## src/rtl/sync_frame_pkg.sv

```systemverilog
// Shared types and constants for the sync-frame capture block.
// SYNC_FRAME_PARITY_EN extends each capture by one even-parity bit.
package sync_frame_pkg;

  localparam int DEF_PAYLOAD_W = 8;
  localparam int DEF_CNT_W     = 8;

  // Pattern recognised by the upstream detector; used by benches to build streams.
  localparam logic [4:0] SYNC_PATTERN = 5'b10110;

  typedef enum logic {
    IDLE    = 1'b0,
    CAPTURE = 1'b1
  } state_t;

  // Serial bits taken per frame, including the parity bit when enabled.
  function automatic int capture_len(input int payload_w);
`ifdef SYNC_FRAME_PARITY_EN
    return payload_w + 1;
`else
    return payload_w;
`endif
  endfunction

endpackage

```

## src/rtl/sync_frame_outreg.sv

```systemverilog
// One-word output register with valid/ready handshake, drop detection
// and a wrapping count of delivered frames.
module sync_frame_outreg
  import sync_frame_pkg::*;
#(
  parameter int PAYLOAD_W = DEF_PAYLOAD_W,
  parameter int CNT_W     = DEF_CNT_W
) (
  input  logic                 clk,
  input  logic                 rst,
  input  logic                 load,
  input  logic [PAYLOAD_W-1:0] load_data,
  input  logic                 load_perr,
  input  logic                 out_ready,
  output logic [PAYLOAD_W-1:0] out_data,
  output logic                 out_valid,
  output logic [CNT_W-1:0]     frame_count,
  output logic                 overflow,
  output logic                 parity_err
);

  logic [PAYLOAD_W-1:0] data_reg;
  logic                 valid_reg;
  logic [CNT_W-1:0]     count_reg;
  logic                 overflow_reg;
  logic                 perr_reg;
  logic                 can_load;

  // A pending word may be replaced only when it is being accepted this cycle.
  assign can_load = !valid_reg || out_ready;

  always_ff @(posedge clk) begin
    if (rst) begin
      data_reg     <= '0;
      valid_reg    <= 1'b0;
      count_reg    <= '0;
      overflow_reg <= 1'b0;
      perr_reg     <= 1'b0;
    end else if (load && can_load) begin
      data_reg  <= load_data;
      valid_reg <= 1'b1;
      count_reg <= count_reg + CNT_W'(1);
      perr_reg  <= load_perr;
    end else begin
      if (load)
        overflow_reg <= 1'b1;
      else if (valid_reg && out_ready)
        valid_reg <= 1'b0;
    end
  end

  assign out_data    = data_reg;
  assign out_valid   = valid_reg;
  assign frame_count = count_reg;
  assign overflow    = overflow_reg;
  assign parity_err  = perr_reg;

endmodule

```

## src/rtl/sync_frame_capture.sv

```systemverilog
// Captures the serial payload following a sync detection into a parallel word.
// Define SYNC_FRAME_PARITY_EN to capture and check a trailing even-parity bit.
module sync_frame_capture
  import sync_frame_pkg::*;
#(
  parameter int PAYLOAD_W = DEF_PAYLOAD_W,
  parameter int CNT_W     = DEF_CNT_W
) (
  input  logic                 clk,
  input  logic                 rst,
  input  logic                 data,
  input  logic                 detected,
  output logic [PAYLOAD_W-1:0] out_data,
  output logic                 out_valid,
  input  logic                 out_ready,
  output logic                 busy,
  output logic [CNT_W-1:0]     frame_count,
  output logic                 overflow,
  output logic                 parity_err
);

  localparam int LEN  = capture_len(PAYLOAD_W);
  localparam int BC_W = $clog2(LEN + 1);

  state_t               state_reg, state_next;
  logic [LEN-2:0]       shreg_reg;
  logic [BC_W-1:0]      bcnt_reg;
  logic [LEN-1:0]       word;
  logic                 last_bit;
  logic                 xfer;
  logic [PAYLOAD_W-1:0] payload;
  logic                 perr;

  // The full word includes the bit on the wire now, so the transfer happens
  // on the same edge that samples the last bit.
  assign word     = {shreg_reg, data};
  assign last_bit = (bcnt_reg == BC_W'(LEN - 1));

`ifdef SYNC_FRAME_PARITY_EN
  assign payload = word[LEN-1:1];
  assign perr    = ^word;
`else
  assign payload = word;
  assign perr    = 1'b0;
`endif

  always_ff @(posedge clk) begin
    if (rst) state_reg <= IDLE;
    else     state_reg <= state_next;
  end

  always_comb begin
    state_next = state_reg;
    case (state_reg)
      IDLE:    if (detected) state_next = CAPTURE;
      CAPTURE: if (last_bit) state_next = IDLE;
      default: state_next = IDLE;
    endcase
  end

  always_comb begin
    busy = (state_reg == CAPTURE);
    xfer = (state_reg == CAPTURE) && last_bit;
  end

  // detected is deliberately ignored while capturing.
  always_ff @(posedge clk) begin
    if (rst) begin
      shreg_reg <= '0;
      bcnt_reg  <= '0;
    end else if (state_reg == IDLE) begin
      if (detected) begin
        shreg_reg <= word[LEN-2:0];
        bcnt_reg  <= BC_W'(1);
      end
    end else begin
      shreg_reg <= word[LEN-2:0];
      bcnt_reg  <= last_bit ? '0 : bcnt_reg + BC_W'(1);
    end
  end

  sync_frame_outreg #(
    .PAYLOAD_W(PAYLOAD_W),
    .CNT_W    (CNT_W)
  ) u_outreg (
    .clk        (clk),
    .rst        (rst),
    .load       (xfer),
    .load_data  (payload),
    .load_perr  (perr),
    .out_ready  (out_ready),
    .out_data   (out_data),
    .out_valid  (out_valid),
    .frame_count(frame_count),
    .overflow   (overflow),
    .parity_err (parity_err)
  );

endmodule

```

## config.mk

```make
export PLATFORM = sky130hd
export DESIGN_NAME = sync_frame_capture
export DESIGN_NICKNAME = d
export VERILOG_FILES = /design/src/rtl/sync_frame_pkg.sv /design/src/rtl/sync_frame_outreg.sv /design/src/rtl/sync_frame_capture.sv
export SDC_FILE = /design/constraint.sdc
export NUM_CORES = 1
export LEC_CHECK = 0
export BUFFER_PORTS_ARGS = -buffer_cell sky130_fd_sc_hd__buf_2
export CAP_MARGIN = 30
export CORE_MARGIN = 1.5
export CORE_UTILIZATION = 39
export DETAILED_ROUTE_END_ITERATION = 10
export RECOVER_POWER = 50
export SLEW_MARGIN = 20
export SYNTH_ARGS = -nofsm -noshare
export SYNTH_HDL_FRONTEND = slang
export SYNTH_SLANG_ARGS = --single-unit
```

## constraint.sdc

```tcl
create_clock -name clk -period 4.25 [get_ports clk]
set_clock_uncertainty 0.05 [all_clocks]
set_input_delay 0.85 -clock clk [delete_from_list [all_inputs] [get_ports clk]]
set_output_delay 0.85 -clock clk [all_outputs]
set_load 0.1 [all_outputs]
```

**After elaboration in Yosys (flattened, before gate mapping)**

Cells that the tools add are included.

- Flip-flop bits (word level): 30
- Input port bits: 5
- Logic and storage cells: 33

- Add/sub/neg operators: 2
- Equality and inequality tests: 2
- Muxes and demuxes: 11
- Bitwise gates (word level): 2
- Reduce and logical (&&, ||, !) cells: 9

Operators with widths:

| operator | number |
|---|---|
| 7-bit two-way mux | 2 |
| 4-bit two-way mux | 3 |
| 8-bit by 1-bit adder with 8-bit output (second input constant) | 1 |
| 1-bit two-way mux | 5 |
| 4-bit by 1-bit adder with 4-bit output (second input constant) | 1 |
| 4-bit by 3-bit == test with 1-bit output (second input constant) | 1 |
| 2-bit AND reduction | 2 |
| 2-bit nonzero test | 2 |
| 1-bit logical AND | 3 |
| 2-bit != test (second input constant) | 1 |
| 1-bit NOT | 2 |
| 1-bit case mux with 2 select lines | 1 |
| 1-bit zero test | 1 |
| 1-bit logical OR | 1 |

**Longest topological paths before layout**

Gate-level depths: netlist of run 1.

- Word-level depth: 5
- Gate-level depth with buffers: 6
- Mapped depth without buffers: 5

**Hierarchy**

From an unflattened synthesis of run 1, not the netlist that was laid out.

- Cell total of the unflattened synthesis: 151
- Area, all modules: 1317.5 um^2

Modules (own cells, without submodules):

| module | instances | cells an instance | area an instance (um^2) |
|---|---|---|---|
| sync_frame_outreg | 1 | 95 | 814.5 |
| sync_frame_capture | 1 | 56 | 503.0 |

**Worst setup path before layout of run 1**

Ideal clock, no wire load.

- Path kind: register to register
- From: register state_reg (netlist: busy)
- To: register u_outreg.count_reg[6] (netlist: u_outreg.frame_count[6])
- Library setup time: 70 ps
- Arrival time: 2133 ps
- Slack: 1996 ps
- Stages on the path, launching flop included: 7
- Path buffers: 2
- Path through: dfxtp_1 -> buf_4 -> and4b_1 -> buf_4 -> nand4_4 -> or3_1 -> a21oi_1

- Cells in the longest elaborated chain, start to end: 2

RTL lines:

| what | line | RTL |
|---|---|---|
| start, declared | sync_frame_capture.sv:25 | `state_t state_reg, state_next;` |
| start signal, assigned | sync_frame_capture.sv:49 | `else state_reg <= state_next;` |
| 1-bit logical AND | sync_frame_capture.sv:63 | `xfer = (state_reg == CAPTURE) && last_bit;` |
| 1-bit logical AND | sync_frame_outreg.sv:39 | `end else if (load && can_load) begin` |
| end signal, assigned | sync_frame_outreg.sv:42 | `count_reg <= count_reg + CNT_W'(1);` |
| end, declared | sync_frame_outreg.sv:24 | `logic [CNT_W-1:0] count_reg;` |

Every way passes these cells.
A chain may end at the register's enable or synchronous reset.

**Worst setup path after layout of run 1**

- From: register state_reg (netlist: busy)
- To: output port busy

RTL lines:

| what | line | RTL |
|---|---|---|
| end, declared | sync_frame_capture.sv:16 | `output logic busy,` |

No word-level cell between the ends.

==> results of run 1 <==
## cell type report
class / instances / area (µm²) / area share
Timing Repair Buffer: 23 / 114 / 0.0858
Tap cell: 31 / 38.8 / 0.0292
Clock inverter: 2 / 10.0 / 0.00754
Clock buffer: 5 / 37.5 / 0.0283
Sequential cell: 30 / 601 / 0.452
Multi-Input combinational cell: 103 / 527 / 0.397
## layer usage
layer | GRT usage | routed length, µm
met5 | 0 | 0
met1 | 0.185 | 1110
met2 | 0.245 | 1070
met3 | 0.0670 | 118
met4 | 0.0698 | 39
## cells in the final DEF, fill, tap and decap left out, drive strengths merged, types with 2 or more instances in the layout
| cell | n |
|---|---|
| a21oi | 23 |
| buf | 22 |
| clkbuf | 6 |
| clkinv | 2 |
| dfxtp | 30 |
| ha | 2 |
| nand2 | 36 |
| nand2b | 2 |
| nand3 | 4 |
| nand4 | 3 |
| nor2 | 10 |
| nor3 | 3 |
| o21ai | 2 |
| or3 | 2 |
| xnor2 | 3 |
| xor2 | 2 |
## power groups by stage
stage               combinational [µW]  sequential (µW)  clock [µW]
CTS                               25.7              289         162
global route                      27.5              290         175
finish                            25.4              289         156
detailed placement                25.6              295           0
global placement                  25.3              295           0
floorplan                         18.1              298           0
## cells by family after synthesis
group                    Yosys count  share of synthesized area
adder cells (fa/ha/maj)            2                     0.0212
other                              1                    0.00318
flip-flops                        30                      0.509
buffers and inverters              7                     0.0318
XOR/XNOR                           5                     0.0371
AO/OA/AOI/OAI                     28                      0.126
AND/OR/NAND/NOR                   67                      0.271
## path summary, 6_finish.rpt
check | to | depth (start not counted) | slack (ps)
max reg2reg | u_outreg.frame_count[6]$_SDFFE_PP0P_ | 5 | 2470
max | busy | 1 | 2010
min reg2reg | u_outreg.out_data[1]$_SDFFE_PP0P_ | 2 | 410
min | u_outreg.out_data[1]$_SDFFE_PP0P_ | 2 | 410
## through the flow
stage	worst slack (ps)	instance area [µm²]	cells	util
detailed placement	2330	1300	187	0.462
floorplan	2000	1180	140	-
CTS	2000	1340	194	0.479
global route	1940	1330	194	0.473
global placement	2360	1300	187	0.462
finish	2010	1330	194	0.473
==> flow_summary_export.csv, run 1 <==
group,metric,value,unit
synth,synth.area.top_cells,"dfxtp_1, nand2_1, a21oi_1",
synth,synth_edf_count,0,
global_route,track_usage,0.156,
global_route,grt_max_degree,31,
clock_network,cts_tree,"yes",
synth,synth_top_area_share,0.509,
synth,ys_warn_count,0,
worst_setup_path,crit_path_end_kind,"output pin",
worst_setup_path,cp_max_fo,11,
synth,yosysUniqueCellTypes,28,
route,dr.pass1.iters,6,
hold_path,hold_start,"u_outreg.out_data[1]$_SDFFE_PP0P_",
sta,timing.hold.ws,410,ps
die,die_w,58.0,µm
synth,synth-seq-cells,30,
synth,synth_nets,147,
synth,netlist_instances,140,
layout,area_growth_syn_to_layout,12.5,%
power,leakagePower,0.000514,µW
sta,max-slew-margin-rel,0.149,
layout,drive_gt1_frac,0.190,
power,netSwitchingPower,121,µW
hold_path,holdCritPathClass,"flop to flop",
worst_setup_path,cp_slowest_stage_delay,530,ps
run_status,status,"finished, final reports clean",
layout,fillCellCount,307,
worst_setup_path,cp.required,3350,ps
clock_network,root_buffer,"clkbuf_4",
sta,finalCritPeriodShare,0.528,
clock_network,clockBufferDepth,2,
die,std_cell_rows,19,
sta,fmax,446,MHz
route,drc,0,
synth,yosys.area.top_type,"dfxtp_1",
clock_network,post-cts-setup-buffers,0,
sta,finalHoldViolations,0,
power,total_power,471,µW
power,ir_drop,0.171,mV
synth,seq_area_frac_synth,0.509,
route,viasPerCell,5.22,
power,pwr-share-comb,0.054,
sta,fin_crit,2240,ps
clock_network,cts_resized,0,
sta,worstMarginPinSlew,1280,ps
route,drt_iter0_markers,42,
place,port_buffers,23,
die,core_area,2810,µm²
sta,setup_viol,0,
global_route,overflow,0,
synth,syn_area,1180,µm²
power,swShare,0.257,
power,p_int,349,µW
die,start_util,0.421,
layout,fin_nets,170,
power,p_seq_frac,0.614,
layout,diodes,0,
synth,avgSynthCellArea,8.43,µm²
die,die_y,58.0,µm
power,power_frac_clock,0.332,
worst_setup_path,critPathLaunch,"busy$_SDFF_PP0_",
place,gp_congestion,0.763,
worst_setup_path,worst_setup_path_start_kind,"flop",
worst_setup_path,worst-path-buf-inv,1,
worst_setup_path,path_delay_family,"flip-flops",
synth,async_flop_share,0,
clock_network,cts.sinks,30,
power,power.density,354,nW/µm²
global_route,grt_pass1_wl,3910,µm
clock_network,postCtsHoldBufs,0,
worst_setup_path,path_class,"flop to output pin",
worst_setup_path,cp_cell_sequence,"buf_2",
sta,rsz0062_at_grt,"false",
sta,slew_viol_final,0,
clock_network,clk_pin_slew,90,ps
route,vias,1013,
route,wirelength,2330,µm
synth,yosys-top-cells-count,"nand2_1, dfxtp_1, a21oi_1",
job,max_cap_violations,0,
sta,finalSetupTns,0,ps
global_route,antenna_found_initial,0,
route,postRouteAntennaNets,0,
clock_network,cts_buffers,5,
global_route,grt_pass1_vias,900,
worst_setup_path,crit_path_top_delay_cell,"dfxtp_1",
synth,synth_most_common_cell,"nand2_1",
worst_setup_path,r2r-start,"bcnt_reg[0]$_SDFFE_PP0P_",
synth,synth-main-ff-cell,"dfxtp_1",
clock_network,h-tree-depth,2,
route,routedWlPerCell,12.0,µm
die,die-area,3360,µm²
clock_network,clk-insertion-delay-late,330,ps
die,ioPinCount,25,
worst_setup_path,crit_arrival,1340,ps
place,dp_hpwl,1550,µm
No activity file was read; power rests on OpenSTA's default activity.
==> run 2: changes to the inputs <==
==> constraint.sdc (replaced) <==
create_clock -name clk -period 2.05 [get_ports clk]
set_clock_uncertainty 0.05 [all_clocks]
set_input_delay 0.41 -clock clk [delete_from_list [all_inputs] [get_ports clk]]
set_output_delay 0.41 -clock clk [all_outputs]
set_load 0.1 [all_outputs]
==> run 2 against run 1 <==
Cell count up 0.52%. Clock power grew 130%. Global-route usage shrank 0.17 points. Register-to-register slack worse by 2200 ps. Wire length fell by 1.1%. Count of clock-buffer cells in the layout grew 2. Worst hold slack got worse by 110 ps. Total power rose by 110%.
==> flow_summary_export.csv, run 2 (synthesized netlist as in run 1, its figures left out) <==
group,metric,value,unit
place,dp_cells,187,
route,drc,0,
sta,fin_crit,1790,ps
global_route,grt_pass1_vias,923,
layout,final-seq-area,601,µm²
clock_network,clockBufferDepth,2,
worst_setup_path,crit_arrival,1330,ps
die,std_cell_rows,19,
layout,diodes,0,
die,die_y,58.0,µm
sta,finalCritPeriodShare,0.873,
route,vias,1011,
worst_setup_path,ff2ff_path_depth,5,
layout,multiInputGateArea,542,µm²
worst_setup_path,path_delay_family,"flip-flops",
job,max_cap_violations,0,
clock_network,cts_tree,"yes",
global_route,overflow,0,
route,postRouteAntennaNets,0,
worst_setup_path,cp.required,1590,ps
hold_path,hold_depth,3,
power,ir_drop,0.397,mV
clock_network,cts.sinks,30,
clock_network,postCtsHoldBufs,0,
power,leakagePower,0.000513,µW
layout,drive_gt1_frac,0.195,
layout,final_common_cell,"nand2_1",
die,die_w,58.0,µm
global_route,track_usage,0.154,
die,die-area,3360,µm²
worst_setup_path,cp_cell_sequence,"buf_2",
sta,worstMarginPinSlew,583,ps
worst_setup_path,crit_path_top_delay_cell,"dfxtp_1",
sta,slew_viol_final,0,
layout,fillCellCount,299,
hold_path,hold_start,"data",
place,gp_congestion,0.736,
layout,final_cells,195,
worst_setup_path,crit_path_end_kind,"output pin",
worst_setup_path,reg2reg_to,"u_outreg.frame_count[6]$_SDFFE_PP0P_",
run_status,status,"finished, final reports clean",
power,power.density,745,nW/µm²
layout,final_area,1360,µm²
route,routedWlPerCell,11.8,µm
worst_setup_path,worst-path-buf-inv,1,
die,start_util,0.421,
hold_path,holdCritPathClass,"primary input to flop",
sta,finalHoldViolations,0,
clock_network,root_buffer,"clkbuf_4",
sta,finalSetupTns,0,ps
sta,timing.hold.ws,296,ps
layout,final_cell_mix,"nand2_1, dfxtp_1, a21oi_1",
worst_setup_path,cp_slowest_stage_delay,520,ps
route,viasPerCell,5.18,
clock_network,cts_resized,0,
die,ioPinCount,25,
layout,area_growth_syn_to_layout,15.0,%
place,placed_cell_area,1300,µm²
layout,fin_nets,170,
clock_network,post-cts-setup-buffers,0,
worst_setup_path,r2r-start,"bcnt_reg[0]$_SDFFE_PP0P_",
route,drt_iter0_markers,38,
sta,setup_viol,0,
sta,max-slew-margin-rel,0.610,
global_route,antenna_found_initial,0,
place,port_buffers,23,
clock_network,h-tree-depth,2,
hold_path,min_to,"u_outreg.out_data[0]$_SDFFE_PP0P_",
route,wirelength,2310,µm
route,dr.pass1.iters,6,
clock_network,clk_pin_slew,90,ps
clock_network,cts_buffers,5,
sta,rsz0062_at_grt,"false",
worst_setup_path,ff2ff_setup_slack,290,ps
clock_network,clk-insertion-delay-late,310,ps
worst_setup_path,cp_max_fo,11,
place,dp_hpwl,1600,µm
global_route,grt_max_degree,31,
die,core_area,2810,µm²
sta,fmax,559,MHz
worst_setup_path,path_class,"flop to output pin",
global_route,grt_pass1_wl,3890,µm
worst_setup_path,worst_setup_path_start_kind,"flop",
run 2: cell count changes in the layout (fill, tap and decap cells not counted):
cell / delta
buf_2: -6
nand4_1: -1
clkbuf_2: +7
clkbuf_8: +1
or2_2: -1
or2_0: +1
clkinv_2: -1
nand4_4: +1
run 2: power by group:
part,internal [µW],switching [µW],leakage [µW]
clock network,166,194,0.0000353
registers,590,8.40,0.000243
logic,11.1,41.7,0.000235
total,767,244,0.000513
run 2: worst max-delay path by stage:
stage	start	endpoint	slack (ps)	cells after the start
final	busy$_SDFF_PP0_	busy	260	1
after global routing	busy$_SDFF_PP0_	busy	170	1
after CTS	bcnt_reg[0]$_SDFFE_PP0P_	u_outreg.frame_count[6]$_SDFFE_PP0P_	300	5
after detailed placement	bcnt_reg[0]$_SDFFE_PP0P_	u_outreg.frame_count[6]$_SDFFE_PP0P_	320	5
after global placement	bcnt_reg[0]$_SDFFE_PP0P_	u_outreg.frame_count[6]$_SDFFE_PP0P_	400	5
after floorplan	u_outreg.frame_count[2]$_SDFFE_PP0P_	u_outreg.frame_count[6]$_SDFFE_PP0P_	30	4
run 2: final cells by class:
type | instances | area share
clock buffers | 7 | 0.0406
clock inverters | 1 | 0.00369
multi-input cells | 103 | 0.399
flip-flops and latches | 30 | 0.443
well taps | 31 | 0.0286
repair buffers | 23 | 0.0849
run 2: stage by stage:
stage	power (µW)	util	worst slack, ps
2_1_floorplan	656	-	26.7
3_3_place_gp	665	0.463	400
3_5_place_dp	666	0.463	316
4_1_cts	1020	0.484	301
5_1_grt	1060	0.483	172
6_report	1010	0.483	261
run 2: routing by layer:
| layer | routed length (µm) | track usage | share of wire | vias to the layer above |
|---|---|---|---|---|
| met5 | 0 | 0 | 0 | - |
| met1 | 1060 | 0.184 | 0.46 | 455 |
| met3 | 123 | 0.0536 | 0.053 | 4 |
| met2 | 1090 | 0.240 | 0.47 | 33 |
| met4 | 26 | 0.0897 | 0.011 | 0 |
| li1 | - | - | - | 519 |
==> run 3: changes to the inputs <==
--- a/config.mk
+++ b/config.mk
@@ -8,7 +8,7 @@
 export BUFFER_PORTS_ARGS = -buffer_cell sky130_fd_sc_hd__buf_2
 export CAP_MARGIN = 30
 export CORE_MARGIN = 1.5
-export CORE_UTILIZATION = 39
+export CORE_UTILIZATION = 38
 export DETAILED_ROUTE_END_ITERATION = 10
 export RECOVER_POWER = 50
 export SLEW_MARGIN = 20
==> constraint.sdc (replaced) <==
create_clock -name clk -period 2.04 [get_ports clk]
set_clock_uncertainty 0.05 [all_clocks]
set_input_delay 0.408 -clock clk [delete_from_list [all_inputs] [get_ports clk]]
set_output_delay 0.408 -clock clk [all_outputs]
set_load 0.1 [all_outputs]
==> run 3 against run 2 <==
Combinational power increased by 0.8%. Flip-flop and latch count is the same. Die area grew 2.5%. Largest power group unchanged. Critical endpoint unchanged.
==> flow_summary_export.csv, run 3 (synthesized netlist as in run 1, its figures left out) <==
group,metric,value,unit
power,leakagePower,0.000510,µW
clock_network,h-tree-depth,2,
route,viasPerCell,5.26,
power,netSwitchingPower,250,µW
clock_network,clockBufferDepth,2,
sta,finalSetupTns,0,ps
worst_setup_path,path_depth,1,
die,ioPinCount,25,
route,drt_iter0_markers,55,
power,swShare,0.245,
worst_setup_path,ff2ff_setup_slack,290,ps
power,ir_drop,0.307,mV
hold_path,min_to,"u_outreg.out_data[0]$_SDFFE_PP0P_",
worst_setup_path,worst_setup_path_start_kind,"flop",
die,die_w,58.7,µm
clock_network,cts_resized,0,
worst_setup_path,crit_arrival,1330,ps
hold_path,holdCritPathClass,"primary input to flop",
route,dr.pass1.iters,4,
worst_setup_path,cp_cell_sequence,"buf_2",
layout,area_growth_syn_to_layout,15.2,%
worst_setup_path,cp_max_fo,11,
sta,fmax,558,MHz
worst_setup_path,reg2reg_to,"u_outreg.frame_count[6]$_SDFFE_PP0P_",
power,power_frac_clock,0.359,
layout,final_common_cell,"nand2_1",
die,die-area,3450,µm²
place,port_buffers,23,
die,start_util,0.393,
die,die_y,58.7,µm
clock_network,cts_tree,"yes",
place,dp_hpwl,1670,µm
global_route,track_usage,0.161,
clock_network,cts_buffers,5,
route,postRouteAntennaNets,0,
worst_setup_path,critPathLaunch,"busy$_SDFF_PP0_",
power,p_seq_frac,0.589,
hold_path,hold_start,"data",
power,p_int,771,µW
layout,fin_nets,170,
die,std_cell_rows,20,
sta,setup_viol,0,
sta,worstMarginPinSlew,589,ps
worst_setup_path,crit_path_end_kind,"output pin",
sta,rsz0062_at_grt,"false",
clock_network,post-cts-setup-buffers,0,
global_route,grt_pass1_vias,1008,
global_route,overflow,0,
run_status,status,"finished, final reports clean",
layout,final_cell_mix,"nand2_1, dfxtp_1, a21oi_1",
layout,diodes,0,
clock_network,clk-insertion-delay-late,320,ps
power,pwr-share-comb,0.052,
global_route,grt_pass1_wl,4170,µm
global_route,grt_max_degree,31,
worst_setup_path,r2r-start,"bcnt_reg[0]$_SDFFE_PP0P_",
job,max_cap_violations,0,
clock_network,cts.sinks,30,
worst_setup_path,path_delay_family,"flip-flops",
sta,fin_crit,1790,ps
die,core_area,3000,µm²
global_route,antenna_found_initial,0,
route,drc,0,
route,wirelength,2430,µm
clock_network,postCtsHoldBufs,0,
sta,setup_ws,249,ps
clock_network,root_buffer,"clkbuf_4",
sta,finalCritPeriodShare,0.878,
sta,slew_viol_final,0,
worst_setup_path,cp.required,1580,ps
worst_setup_path,cp_slowest_stage_delay,510,ps
sta,finalHoldViolations,0,
worst_setup_path,crit_path_top_delay_cell,"dfxtp_1",
sta,max-slew-margin-rel,0.606,
worst_setup_path,path_class,"flop to output pin",
layout,drive_gt1_frac,0.195,
power,power.density,751,nW/µm²
worst_setup_path,ff2ff_path_depth,5,
hold_path,hold_depth,3,
place,gp_congestion,0.741,
worst_setup_path,worst-path-buf-inv,1,
route,vias,1037,
place,post-place-ws,319,ps
clock_network,clk_pin_slew,100,ps
route,routedWlPerCell,12.3,µm
-- run 3: cell count changes in the layout (fill, tap and decap cells not counted), sizes merged --
cell	change
clkbuf	+3
buf	-3
-- run 3: per-layer routing --
metal,part of all wire,track usage,vias to the layer above
met4,0.020,0.117,0
met3,0.049,0.0440,7
met2,0.48,0.257,25
met1,0.45,0.183,484
li1,-,-,521
met5,0,0,-
-- run 3: power groups by stage --
| stage | clock network [µW] | registers, µW | logic, µW |
|---|---|---|---|
| 2_1_floorplan | 0 | 622 | 37.7 |
| 3_3_place_gp | 0 | 615 | 53.6 |
| 3_5_place_dp | 0 | 616 | 53.8 |
| 4_1_cts | 382 | 602 | 54.1 |
| 5_1_grt | 412 | 603 | 58.5 |
| 6_report | 366 | 602 | 53.2 |
-- run 3: worst max path at each step --
stage / end / slack [ps]
finish: busy / 250
floorplan: u_outreg.frame_count[6]$_SDFFE_PP0P_ / 20
detailed placement: u_outreg.frame_count[6]$_SDFFE_PP0P_ / 320
global placement: u_outreg.frame_count[6]$_SDFFE_PP0P_ / 400
CTS: frame_count[0] / 260
global route: busy / 170
-- run 3: through the flow --
stage | total power, µW | cells | hold WS (ps) | util | cell area, µm²
floorplan | 659 | 140 | 382 | - | 1180
global placement | 668 | 189 | 393 | 0.433 | 1300
detailed placement | 669 | 189 | 399 | 0.433 | 1300
CTS | 1040 | 197 | 280 | 0.453 | 1360
global route | 1070 | 197 | 281 | 0.453 | 1360
finish | 1020 | 197 | 297 | 0.453 | 1360
-- run 3: worst reg2reg max path: cells and delay by family, from the launching register on --
family	cells	cell delay (ps)
simple gates	3	870
flops	1	400
compound gates	1	140
fa+ha+maj	1	220
-- run 3: cell type report --
class	count	area, µm²
Fill cell	328	1640
Sequential cell	30	601
Multi-Input combinational cell	103	542
Timing Repair Buffer	23	115
Clock buffer	7	55.1
Tap cell	33	41.3
Clock inverter	1	5.00
